--- config.mk ---
export PLATFORM = sky130hd
export DESIGN_NAME = decoder_seq
export DESIGN_NICKNAME = d
export VERILOG_FILES = /design/src/rtl/decoder_seq.sv
export SDC_FILE = /design/constraint.sdc
export NUM_CORES = 1
export LEC_CHECK = 0
export CORE_UTILIZATION = 49
export CTS_BUF_LIST = sky130_fd_sc_hd__clkbuf_8 sky130_fd_sc_hd__clkbuf_16
export CTS_CLUSTER_DIAMETER = 60
export DETAILED_ROUTE_END_ITERATION = 8
export PLACE_DENSITY_LB_ADDON = 0.2
export SYNTH_ARGS = -nofsm -noshare
export SYNTH_HDL_FRONTEND = slang
export SYNTH_SLANG_ARGS = --single-unit
--- constraint.sdc ---
create_clock -name clk -period 2.2 [get_ports clk]
set_input_delay 0.44 -clock clk [delete_from_list [all_inputs] [get_ports clk]]
set_output_delay 0.44 -clock clk [all_outputs]
set_load 0.03 [all_outputs]
--- src/rtl/decoder_seq.sv ---
// -----------------------------------------------------------------------------
// decoder_seq : sequential 3-to-8 (CODE_W-to-2**CODE_W) binary decoder.
//
// Accepts a binary code over a valid/ready handshake and drives the matching
// one-hot output, registered, for HOLD cycles.
// Back-to-back codes are taken with no idle gap between them.
//
// Optional feature (macro DECODER_SEQ_CNT_EN):
//   adds output dec_cnt, a free-running count of accepted codes that wraps
//   at 2**CNT_W and is cleared only by rst.
// -----------------------------------------------------------------------------
module decoder_seq #(
  parameter int CODE_W = 3,
  parameter int HOLD   = 4,
  parameter int CNT_W  = 8
) (
  input  logic                     clk,
  input  logic                     rst,
  input  logic                     en,
  input  logic                     in_valid,
  output logic                     in_ready,
  input  logic [CODE_W-1:0]        i,
  output logic [(2**CODE_W)-1:0]   o,
  output logic                     o_valid,
`ifdef DECODER_SEQ_CNT_EN
  output logic [CNT_W-1:0]         dec_cnt,
`endif
  output logic                     busy
);

  localparam int OUT_W  = 2**CODE_W;
  // HOLD is limited to 1..255, so an 8-bit down-counter always suffices.
  localparam int HOLD_W = 8;
  localparam logic [HOLD_W-1:0] HOLD_RELOAD = HOLD_W'(HOLD - 1);

  typedef enum logic [0:0] {
    ST_IDLE = 1'b0,
    ST_HOLD = 1'b1
  } state_t;

  state_t              state_q;
  logic [HOLD_W-1:0]   hold_cnt_q;
  logic [OUT_W-1:0]    o_q;
  logic                o_valid_q;
  logic                busy_q;
  logic                accept_d;
  logic [OUT_W-1:0]    onehot_d;

  // Binary code to one-hot; every code value maps to exactly one bit.
  function automatic logic [OUT_W-1:0] decode(input logic [CODE_W-1:0] code);
    logic [OUT_W-1:0] one;
    one    = {{(OUT_W-1){1'b0}}, 1'b1};
    decode = one << code;
  endfunction

  // Ready in IDLE, or in HOLD once the last hold cycle is reached; never under reset.
  assign in_ready = en && !rst &&
                    ((state_q == ST_IDLE) || (hold_cnt_q == {HOLD_W{1'b0}}));
  assign accept_d = in_valid && in_ready;
  assign onehot_d = decode(i);

  assign o       = o_q;
  assign o_valid = o_valid_q;
  assign busy    = busy_q;

  // Decode FSM: state, hold counter and registered outputs.
  always_ff @(posedge clk or posedge rst) begin
    if (rst) begin
      state_q    <= ST_IDLE;
      hold_cnt_q <= {HOLD_W{1'b0}};
      o_q        <= {OUT_W{1'b0}};
      o_valid_q  <= 1'b0;
      busy_q     <= 1'b0;
    end else if (!en) begin
      // Disable aborts any hold in progress; it is not resumed later.
      state_q    <= ST_IDLE;
      hold_cnt_q <= {HOLD_W{1'b0}};
      o_q        <= {OUT_W{1'b0}};
      o_valid_q  <= 1'b0;
      busy_q     <= 1'b0;
    end else begin
      case (state_q)
        ST_IDLE: begin
          if (accept_d) begin
            state_q    <= ST_HOLD;
            hold_cnt_q <= HOLD_RELOAD;
            o_q        <= onehot_d;
            o_valid_q  <= 1'b1;
            busy_q     <= 1'b1;
          end else begin
            state_q    <= ST_IDLE;
            hold_cnt_q <= {HOLD_W{1'b0}};
            o_q        <= {OUT_W{1'b0}};
            o_valid_q  <= 1'b0;
            busy_q     <= 1'b0;
          end
        end
        ST_HOLD: begin
          if (hold_cnt_q != {HOLD_W{1'b0}}) begin
            hold_cnt_q <= hold_cnt_q - 8'd1;
          end else if (accept_d) begin
            // Chain straight into the next code with no zero cycle.
            hold_cnt_q <= HOLD_RELOAD;
            o_q        <= onehot_d;
            o_valid_q  <= 1'b1;
            busy_q     <= 1'b1;
          end else begin
            state_q    <= ST_IDLE;
            o_q        <= {OUT_W{1'b0}};
            o_valid_q  <= 1'b0;
            busy_q     <= 1'b0;
          end
        end
        default: begin
          state_q    <= ST_IDLE;
          hold_cnt_q <= {HOLD_W{1'b0}};
          o_q        <= {OUT_W{1'b0}};
          o_valid_q  <= 1'b0;
          busy_q     <= 1'b0;
        end
      endcase
    end
  end

`ifdef DECODER_SEQ_CNT_EN
  logic [CNT_W-1:0] dec_cnt_q;

  assign dec_cnt = dec_cnt_q;

  // Accept counter: wraps naturally, unaffected by en.
  always_ff @(posedge clk or posedge rst) begin
    if (rst) begin
      dec_cnt_q <= {CNT_W{1'b0}};
    end else if (accept_d) begin
      dec_cnt_q <= dec_cnt_q + {{(CNT_W-1){1'b0}}, 1'b1};
    end else begin
      dec_cnt_q <= dec_cnt_q;
    end
  end
`endif

endmodule

### Word-level counts from Yosys, hierarchy flattened

Cells that the tools add are included.

* logic and storage cells: 32
* memories kept: 0
* ROM bits: 0
* output and inout port bits: 11
* memory bits (writable): 0
* bits in latches: 0
* bits in registers: 18

* muxes and demuxes: 16
* $mul: 0
* shift operators: 1
* magnitude comparators: 0
* $add $sub $neg: 1
* reductions and logical operators: 7
* equal/unequal tests: 2
* bitwise logic cells: 1
* divide/modulo/power cells: 0

Operators with widths (number)
* $mux 8: 6
* $pmux 8 s2: 2
* $logic_not 8->1: 1
* $reduce_bool 8->1: 1
* $shl 1x3->8 const A: 1
* $sub 8x1->8 const B: 1
* $mux 1: 5
* $ne 4x2->1 const B: 1
* $pmux 1 s2: 2
* $logic_and 1x1->1: 3
* $ne 3x3->1 const B: 1
* $mux 2: 1
* $logic_not 1->1: 1
* $logic_or 1x1->1: 1
* $not 1->1: 1

### Longest topological paths before layout

* depth in word-level cells: 8
* gate-level depth with buffers: 5
* depth with buffers taken out: 5

### Worst setup path before layout

Ideal clock, no wire load.

* path type: register to output
* from: reg hold_cnt_q[0]
* to: out in_ready
* path buffers: 0
* cell stages (with the launch flop): 6
* required time: 1.760 ns
* path slack: -0.192 ns
* data arrival time: 1.952 ns
* cell sequence: dfrtp_1 -> inv_1 -> ha_1 -> nor4b_1 -> a21boi_1 -> nor3_1

* cells in the longest elaborated chain, start to end: 3

Ends and longest elaborated chain
* start: declaration: line 42 `logic [HOLD_W-1:0] hold_cnt_q;`
* start signal: assignment: line 70 `hold_cnt_q <= {HOLD_W{1'b0}};`
* start signal: assignment: line 77 `hold_cnt_q <= {HOLD_W{1'b0}};`
* start signal: assignment: line 92 `hold_cnt_q <= {HOLD_W{1'b0}};`
* $logic_not 8->1: line 58 `((state_q == ST_IDLE) || (hold_cnt_q == {HOLD_W{1'b0}}));`
* $logic_or 1x1->1: line 58
* $logic_and 1x1->1: line 57 `assign in_ready = en && !rst &&`
* end: declaration: line 21 `output logic in_ready,`

No other way between the ends.

### Worst setup path after layout

Ends and elaborated chain as after synthesis.

==> results.yml <==
run_status:
  status: "finished clean"
worst_setup_path:
  critPathMaxStageDelay_ps: 420
  critical-path-top-delay-family: "flip-flops"
  start_kind: "flip-flop"
  crit_cells: 6
  cp.buffers_inverters: 2
  crit_type: "flip-flop to output port"
  reg2reg_depth: 5
  r2r-end: "hold_cnt_q[1]"
  cp.required_ps: 1760
  critPathMaxFanout: 5
  crit_arrival_ps: 1630
  crit_end: "in_ready"
  cp-startpoint: "hold_cnt_q[0]"
  cp_slowest_cell: "dfrtp_1"
  r2r_slack_ps: 240
  r2r-start: "hold_cnt_q[0]"
  crit_path_end_kind: "output port"
  path_cells: "inv_1, ha_1, nor4b_2, a21boi_1, nor3_2, buf_4"
route:
  firstDrtPassIters: 4
  wl_per_cell_um: 14.9
  drc: 0
  routed_wl_um: 1990
  drt_first_iter_violations: 25
  ant_nets: 0
  vias_per_cell: 5.82
  vias: 774
clock_tree:
  cts_hold_buf: 0
  cts_root_buf: "clkbuf_8"
  cts_tree: "done"
  numCtsBuffers: 3
  clk_latency_ps: 260
  htreeDepth: 1
  cts_max_path_buffers: 2
  clock_sinks: 18
  clk_pin_slew_ps: 70
timing:
  whs_ps: 496
  setup_viol: 0
  hold_violations: 0
  period_needed_ps: 2070
  relSlewSlack_pct: 52.3
  finalCritPeriodShare_pct: 94.3
  setup_tns_ps: 0
  slew_viol_final: 0
  worst_pin_slew_ps: 716
  rsz0062_at_grt: "no"
  fin_skew_ps: 3.84
  fmax_mhz: 482
global_routing:
  grt_max_degree: 11
  grt_pass1_vias: 738
  antenna_found_initial: 0
  overflow: 0
  grt_pass1_wl_um: 3180
  grt_use_total_pct: 22.6
floorplan:
  core-area_mm2: 0.00173
  die_area_mm2: 0.00200
  die_h_um: 44.8
  initial_core_util_pct: 51.9
  ios: 18
  die_w_um: 44.8
  floorplan.rows: 15
logic_synthesis:
  ys.flop_type: "dfrtp_1"
  ys_ff_latch: 18
  yosysWarningCount: 0
  yosys-top-cells-area: "dfrtp_1 (50%), a32o_1 (4.5%), o2bb2ai_1 (3.9%)"
  syn_area_per_cell_um2: 10.7
  syn_area_um2: 896
  synth_common_cells: "dfrtp_1 (18), a21oi_1 (5), inv_1 (5), nand2_1 (5), o21ai_0 (5)"
  synth_edf_count: 0
  ys_async_sr_fraction_pct: 100
  yosysMostFrequentCell: "dfrtp_1"
  syn_nets: 93
  synthDistinctLibCells: 32
  synth_area_leader_cell: "dfrtp_1"
  seq_area_frac_synth_pct: 50.3
  synth.top_cell.area_share_pct: 50.3
  synthCells: 84
place:
  gp_congestion: 0.779
  dpl.hpwl_um: 1410
  dp_cells: 129
  port_buffers: 17
final_layout:
  drive_above_1_share_pct: 13.9
  fill_cells: 131
  final_nets: 118
  antenna_cells: 0
  regArea_um2: 450
  fin_cells: 133
  multi_input_area_um2: 430
  area_delta_synth_final_pct: 32.1
power_and_ir_drop:
  powerDensity_mw_per_mm2: 626
  p_leak_nw: 0.524
  ir_drop_mv: 0.391
min_path:
  hp-class: "flip-flop to flip-flop"
job:
  cap_violations: 0
==> how the worst min path moves through the flow <==
stage,slack [ps],to,depth (start not counted),startpoint
floorplan,380,busy,1,rst
global placement,480,o[2],1,o[2]
detailed placement,470,o[6],1,o[6]
CTS,500,o[0],1,o[0]
global route,520,o[0],1,o[0]
finish,500,o[0],1,o[0]
==> flip-flops by register name, summed over array words and instances (netlist names) <==
signal / flops
hold_cnt_q: 8
o: 8
busy: 1
state_q: 1
==> per-stage QoR <==
stage / instance area, µm² / power (W) / util [%] / setup slack [ps]
final: 1180 / 0.000741 / 68.6 / 126
after global routing: 1180 / 0.000774 / 68.6 / 1.80
after floorplan: 901 / 0.000425 / - / 60.1
after detailed placement: 1120 / 0.000471 / 65.0 / 233
after global placement: 1120 / 0.000467 / 65.0 / 271
after CTS: 1180 / 0.000750 / 68.6 / 112
==> cells by family (layout without fill, tap and decap cells) <==
group                    count (synthesis)  in the layout  synth area share (%)
adder cells (fa/ha/maj)                  2              2                  2.79
AO/OA/AOI/OAI                           25             25                  19.8
flip-flops                              18             18                  50.3
AND/OR/NAND/NOR                         31             31                  22.1
buffers and inverters                    6             30                  2.93
XOR/XNOR                                 1              1                 0.978
multiplexers                             1              1                  1.12
==> where the power goes <==
part           leakage [nW]  internal [W]  total [W]  switching (W)
Clock                0.0288      0.000159   0.000274       0.000115
Combinational         0.247     0.0000564   0.000118      0.0000612
Sequential            0.249      0.000339   0.000349      0.0000101
==> layer usage <==
layer / wire, µm / up-vias / track usage [%] / share of wire (%)
met5: 0 / - / 0 / 0
met4: 40 / 0 / 12.7 / 2.0
met3: 129 / 5 / 6.00 / 6.5
met2: 915 / 29 / 35.6 / 46
met1: 902 / 368 / 28.0 / 45
li1: - / 372 / - / -
==> final cells by class <==
type | count | share of cell area (%)
multi-input combinational | 60 | 36.4
sequential | 18 | 38.1
clock buffer | 4 | 4.65
inverter | 5 | 1.59
tap | 25 | 2.64
timing repair buffer | 21 | 16.7
==> repair_timing <==
| action | 4_1_cts | 5_1_grt |
|---|---|---|
| setup buffers | 0 | 0 |
| setup endpoints to repair | 1 | 0 |
| resized for setup | 1 | 0 |
| hold endpoints to repair | 0 | 0 |
==> layout by cell type (no fill, tap or decap), drive strengths merged, types with 3 or more instances in the layout <==
| cell | Yosys | routed |
|---|---|---|
| a21oi | 5 | 5 |
| a32o | 4 | 4 |
| buf | 1 | 5 |
| clkbuf | 0 | 4 |
| clkdlybuf4s50 | 0 | 16 |
| dfrtp | 18 | 18 |
| inv | 5 | 5 |
| nand2 | 5 | 5 |
| nand3 | 3 | 3 |
| nor3 | 3 | 3 |
| o21ai | 5 | 5 |
| o2bb2ai | 4 | 4 |
| or3 | 3 | 3 |
| or4 | 3 | 3 |
Note: power is estimated with default switching activity, not from simulation.
